$ cat src/rtl/muldiv_ctrl.sv
// HI/LO multiply/divide sequencer for the EX stage.
// Stalls IF..EX while a MULT/DIV runs, then writes HI/LO.
module muldiv_ctrl #(
  parameter int MUL_LAT = 2
) (
  input  logic        clk,
  input  logic        resetn,
  input  logic        op_valid,
  input  logic [2:0]  op,
  input  logic [31:0] src_a,
  input  logic [31:0] src_b,
  input  logic        exc_oc,
  output logic        stall_o,
  output logic        busy,
  output logic [1:0]  hilo_wen,
  output logic [31:0] hilo_hiwdata,
  output logic [31:0] hilo_lowdata
);

  typedef enum logic [1:0] {
    S_IDLE, S_MUL, S_DIV, S_DONE
  } state_t;

  state_t      r_state;
  state_t      w_next;
  logic [5:0]  r_cnt;
  logic [2:0]  r_op;
  logic [31:0] r_a;
  logic [31:0] r_b;
  logic [31:0] r_rem;
  logic [31:0] r_quo;
  logic [31:0] r_dvs;
  logic [31:0] r_res_hi;
  logic [31:0] r_res_lo;
  logic [31:0] r_hi_q;
  logic [31:0] r_lo_q;

  logic        w_idle;
  logic        w_acc;
  logic        w_mthi;
  logic        w_mtlo;
  logic        w_mul_end;
  logic        w_div_end;
  logic        w_in_sgn;
  logic        w_sgn;
  logic [31:0] w_abs_a;
  logic [31:0] w_abs_b;
  logic [63:0] w_ea;
  logic [63:0] w_eb;
  logic [63:0] w_prod;
  logic [32:0] w_sh;
  logic [32:0] w_diff;
  logic        w_fits;
  logic [31:0] w_rem_n;
  logic [31:0] w_quo_n;
  logic [31:0] w_q_fix;
  logic [31:0] w_r_fix;

  assign w_idle = (r_state == S_IDLE);
  assign w_acc  = w_idle & op_valid & ~exc_oc & ~op[2];
  assign w_mthi = w_idle & op_valid & ~exc_oc
                & (op == 3'd4);
  assign w_mtlo = w_idle & op_valid & ~exc_oc
                & (op == 3'd5);

  assign w_mul_end = (r_state == S_MUL)
                   & (r_cnt == 6'(MUL_LAT - 1));
  assign w_div_end = (r_state == S_DIV)
                   & (r_cnt == 6'd31);

  // Ops 0 and 2 are the signed variants
  assign w_in_sgn = ~op[0];
  assign w_sgn    = ~r_op[0];

  assign w_abs_a = (w_in_sgn & src_a[31]) ? -src_a : src_a;
  assign w_abs_b = (w_in_sgn & src_b[31]) ? -src_b : src_b;

  // Sign/zero extension makes one 64-bit multiply serve both
  assign w_ea   = {{32{w_sgn & r_a[31]}}, r_a};
  assign w_eb   = {{32{w_sgn & r_b[31]}}, r_b};
  assign w_prod = w_ea * w_eb;

  // One restoring step: remainder stays below the divisor
  assign w_sh    = {r_rem, r_quo[31]};
  assign w_diff  = w_sh - {1'b0, r_dvs};
  assign w_fits  = ~w_diff[32];
  assign w_rem_n = w_fits ? w_diff[31:0] : w_sh[31:0];
  assign w_quo_n = {r_quo[30:0], w_fits};

  assign w_q_fix = (w_sgn & (r_a[31] ^ r_b[31]))
                 ? -w_quo_n : w_quo_n;
  assign w_r_fix = (w_sgn & r_a[31])
                 ? -w_rem_n : w_rem_n;

  assign busy = (r_state != S_IDLE);

  // State register
  always_ff @(posedge clk) begin
    if (!resetn) r_state <= S_IDLE;
    else         r_state <= w_next;
  end

  // Next-state logic; a flush always returns to idle
  always_comb begin
    w_next = r_state;
    unique case (r_state)
      S_IDLE: begin
        if (w_acc) w_next = op[1] ? S_DIV : S_MUL;
      end
      S_MUL: begin
        if (exc_oc)         w_next = S_IDLE;
        else if (w_mul_end) w_next = S_DONE;
      end
      S_DIV: begin
        if (exc_oc)         w_next = S_IDLE;
        else if (w_div_end) w_next = S_DONE;
      end
      S_DONE: w_next = S_IDLE;
      default: w_next = S_IDLE;
    endcase
  end

  // Stall, write enables and write data
  always_comb begin
    stall_o      = 1'b0;
    hilo_wen     = 2'b00;
    hilo_hiwdata = r_hi_q;
    hilo_lowdata = r_lo_q;
    if (resetn) begin
      unique case (r_state)
        S_IDLE: begin
          stall_o = w_acc;
          if (w_mthi) begin
            hilo_wen     = 2'b10;
            hilo_hiwdata = src_a;
          end
          if (w_mtlo) begin
            hilo_wen     = 2'b01;
            hilo_lowdata = src_a;
          end
        end
        S_MUL, S_DIV: stall_o = ~exc_oc;
        S_DONE: begin
          if (!exc_oc) begin
            hilo_wen     = 2'b11;
            hilo_hiwdata = r_res_hi;
            hilo_lowdata = r_res_lo;
          end
        end
        default: stall_o = 1'b0;
      endcase
    end
  end

  // Operand latch, step counter, divider and result registers
  always_ff @(posedge clk) begin
    if (!resetn) begin
      r_cnt    <= '0;
      r_op     <= '0;
      r_a      <= '0;
      r_b      <= '0;
      r_rem    <= '0;
      r_quo    <= '0;
      r_dvs    <= '0;
      r_res_hi <= '0;
      r_res_lo <= '0;
      r_hi_q   <= '0;
      r_lo_q   <= '0;
    end else begin
      r_hi_q <= hilo_hiwdata;
      r_lo_q <= hilo_lowdata;
      if (w_acc) begin
        r_op  <= op;
        r_a   <= src_a;
        r_b   <= src_b;
        r_cnt <= '0;
        r_rem <= '0;
        r_quo <= w_abs_a;
        r_dvs <= w_abs_b;
      end else if (r_state == S_MUL) begin
        r_cnt <= r_cnt + 6'd1;
        if (w_mul_end) begin
          r_res_hi <= w_prod[63:32];
          r_res_lo <= w_prod[31:0];
        end
      end else if (r_state == S_DIV) begin
        r_cnt <= r_cnt + 6'd1;
        r_rem <= w_rem_n;
        r_quo <= w_quo_n;
        if (w_div_end) begin
          if (r_b == 32'd0) begin
            r_res_hi <= r_a;
            r_res_lo <= 32'hFFFF_FFFF;
          end else begin
            r_res_hi <= w_r_fix;
            r_res_lo <= w_q_fix;
          end
        end
      end
    end
  end

endmodule

$ cat config.mk
export PLATFORM = sky130hd
export DESIGN_NAME = muldiv_ctrl
export DESIGN_NICKNAME = d
export VERILOG_FILES = /design/src/rtl/muldiv_ctrl.sv
export SDC_FILE = /design/constraint.sdc
export NUM_CORES = 2
export LEC_CHECK = 0
export ABC_AREA = 1
export CORE_UTILIZATION = 40
export DETAILED_ROUTE_END_ITERATION = 12
export GPL_ROUTABILITY_DRIVEN = 0
export SYNTH_ARGS = -nofsm -noshare
export SYNTH_HDL_FRONTEND = slang
export SYNTH_SLANG_ARGS = --single-unit
$ cat constraint.sdc
create_clock -name clk -period 10.7 [get_ports clk]
set_input_delay 2.14 -clock clk [delete_from_list [all_inputs] [get_ports clk]]
set_output_delay 2.14 -clock clk [all_outputs]
set_load 0.05 [all_outputs]
==> flow_metrics.tcl <==
set metrics [dict create \
    status "completed" \
    clock_skew_ps 47.6 \
    drt_iter0_markers 4877 \
    synthFlopType "dfxtp_1" \
    fmaxAchievable_mhz 107 \
    final_net_count 9371 \
    hold-path-cell-count 2 \
    cts_setup_buffers 0 \
    cts_tree "built" \
    ant_nets 0 \
    htreeDepth 2 \
    filler_cell_count 14800 \
    cts.repair.resized 0 \
    start_util_pct 40.5 \
    fin_crit_sh_pct 87.1 \
    final_cells 9864 \
    synth_edf_count 0 \
    multi_input_area_um2 44000 \
    cts.clk_slew.worst_paths_ps 60 \
    min_period_ps 9320 \
    vias_per_cell 5.29 \
    setup_violations 0 \
    clk_latency_ps 620 \
    tritoncts.num_buffers 36 \
    wl_met1_um 81500 \
    dieArea_um2 150000 \
    syn_to_final_growth_pct 7.04 \
    clkSinkCount 296 \
    critPathKind "reg -> reg" \
    start_kind "flip-flop" \
    drc_errors 0 \
    grt_pass1_wl_um 308000 \
    slew_viol_final 0 \
    regArea_um2 5930 \
    syn_nets 9541 \
    first_global_vias 52700 \
    crit_top_cell "fa_1" \
    placed_area_um2 62100 \
    num_vias 52200 \
    clock_path_buffers 3 \
    synthTopCellsByArea "fa_1 38%, inv_1 13%, nand2_1 12%" \
    dr.max_layer_used "met5" \
    slew_headroom_pct 9.22 \
    leakagePower_uw 0.0324 \
    cpMaxStageDelayCell "dfxtp_1" \
    drive_gt1_share_pct 3.25 \
    tightestPinTransition_ps 1360 \
    hp-class "reg -> reg" \
    core_um2 146000 \
    die_w_um 387 \
    grt_use_total_pct 26.2 \
    ys_types 59 \
    yosysTopAreaCell "fa_1" \
    powerDensity_nw_per_um2 180 \
    ys_async_sr_fraction_pct 0 \
    wl_per_cell_um 19.8 \
    required_ps 11200 \
    syn_inst 8088 \
    synth_top_area_share_pct 38.0 \
    timing.rr.end "r_res_hi[22]$_SDFFE_PN0P_" \
    ctsHoldBuffers 0 \
    grt_max_degree 97 \
    cp-end-kind "flip-flop" \
    finalHoldViolCount 0 \
    irDropWorstVdd_mv 0.254 \
    cpLargestDelayFamily "adder cells" \
    die_y_um 387 \
    synth_common_cells "2005 x inv_1, 1846 x nand2_1, 1126 x fa_1" \
    dp_hpwl_um 154000 \
    dp.cells 9797 \
    wl_um 196000 \
    final_area_um2 63400 \
    cpPeakStageDelay_ps 1150 \
    wl_met3_um 13700 \
    ioPinCount 139 \
    r2r_start "r_b[4]$_SDFFE_PN0P_" \
    crit_arrival_ps 9820 \
    final_util_pct 43.4 \
    cts_root_buffer "clkbuf_16" \
    reg2reg_depth 27 \
    yosysWarnings 0 \
    maxCapViolCount 0 \
    syn_area_per_cell_um2 7.33 \
    io_buffers 138 \
    row_count 140 \
    detail_route.first_pass.iterations 6 \
    setup_tns_ps 0 \
    ys_seq_elements 296 \
    critPathMaxFanout 19 \
    synth_area_um2 59300 \
    antenna_found_initial 8 \
    crit_path_start "r_b[4]$_SDFFE_PN0P_" \
    min_to "r_res_lo[23]$_SDFFE_PN0P_" \
    met2_length_um 93000 \
    critPathBufInv 6 \
    overflow 0 \
    hold_start "r_res_lo[23]$_SDFFE_PN0P_" \
    yosysMostFrequentCell "inv_1" \
    reg2reg_slack_ps 1380 \
    rsz0062_at_grt "no" \
    synth_seq_area_share_pct 10.0 \
]
-- flip-flops by register name, summed over array words and instances, names as in the netlist --
| register | flops |
|---|---|
| r_hi_q | 32 |
| r_cnt | 6 |
| r_res_lo | 32 |
| r_op | 1 |
| r_res_hi | 32 |
| r_lo_q | 32 |
| r_quo | 32 |
| r_dvs | 31 |
| r_rem | 32 |
| r_state | 2 |
| r_a | 32 |
| r_b | 32 |
-- worst register-to-register path: cells and delay by family (launching register included) --
kind	cells	cell delay (ps)
AOI/OAI and AO/OA	2	280
xor gates and xnor gates	1	250
adders and majority gates	9	4950
buffers and inverters	6	610
DFF	1	1150
and+or+nand+nor	9	1980
-- routing by layer --
metal,vias up,track usage (%)
li1,23700,-
met1,26000,35.3
met2,2020,43.6
met3,363,3.17
met4,10,8.83
met5,-,0
-- how the worst max path moves through the flow --
| stage | cells after the start | endpoint | slack [ps] |
|---|---|---|---|
| 3_5_place_dp | 27 | r_res_hi[22]$_SDFFE_PN0P_ | 1710 |
| 2_1_floorplan | 33 | r_res_hi[30]$_SDFFE_PN0P_ | 3140 |
| 6_report | 27 | r_res_hi[22]$_SDFFE_PN0P_ | 1380 |
| 3_3_place_gp | 27 | r_res_hi[22]$_SDFFE_PN0P_ | 1780 |
| 5_1_grt | 27 | r_res_hi[22]$_SDFFE_PN0P_ | 1070 |
| 4_1_cts | 27 | r_res_hi[22]$_SDFFE_PN0P_ | 1640 |
-- stage by stage --
step                      hold slack [ps]  setup WS (ps)  total power [uW]
after floorplan                       442           3140              7260
after global placement                455           1780              9770
after detailed placement              457           1710              9830
after CTS                             467           1640             11200
after global routing                  476           1070             12300
final                                 466           1380             11400
-- kinds of logic after synthesis --
logic type,after synthesis,share of synthesized area [%]
AND/OR/NAND/NOR,2601,17.8
flip-flops,296,10.0
AO/OA/AOI/OAI,1262,11.8
adder cells (fa/ha/maj),1382,43.4
buffers and inverters,2467,15.7
XOR/XNOR,80,1.18
-- layout by cell type, fill, tap and decap left out, drive strengths merged, types with 2 or more instances in the layout --
cell,instances
clkinv,11
nand4,39
a21oi,506
nand3,184
dfxtp,296
nor4,21
ha,256
xnor2,39
clkinvlp,2
o311ai,3
a21o,15
a221oi,8
o221ai,21
a21boi,5
a41oi,2
or4,2
o2111ai,4
or2,5
o211a,2
o21ai,486
a31oi,51
buf,109
o31ai,2
clkdlybuf4s50,136
xor2,41
and2,2
clkbuf,48
nor3,60
nand3b,14
fa,1126
or3,4
bufinv,6
o21bai,81
diode,2
nor2,377
inv,2012
o211ai,33
o22ai,8
nand2,1890
a211oi,30
-- final cells by class --
class	instances	share of cell area (%)
Inverter	2014	11.9
Multi-Input combinational cell	5325	69.4
Antenna cell	2	0.00789
Sequential cell	296	9.34
Clock inverter	17	0.475
Timing Repair Buffer	245	3.48
Tap cell	1917	3.78
Clock buffer	48	1.55
-- report_power, final --
group | internal (uW) | switching [uW]
Sequential | 1280 | 238
Clock | 804 | 575
Combinational | 2370 | 6180
Total | 4450 | 6990
Power figures use the tool's default switching activity.
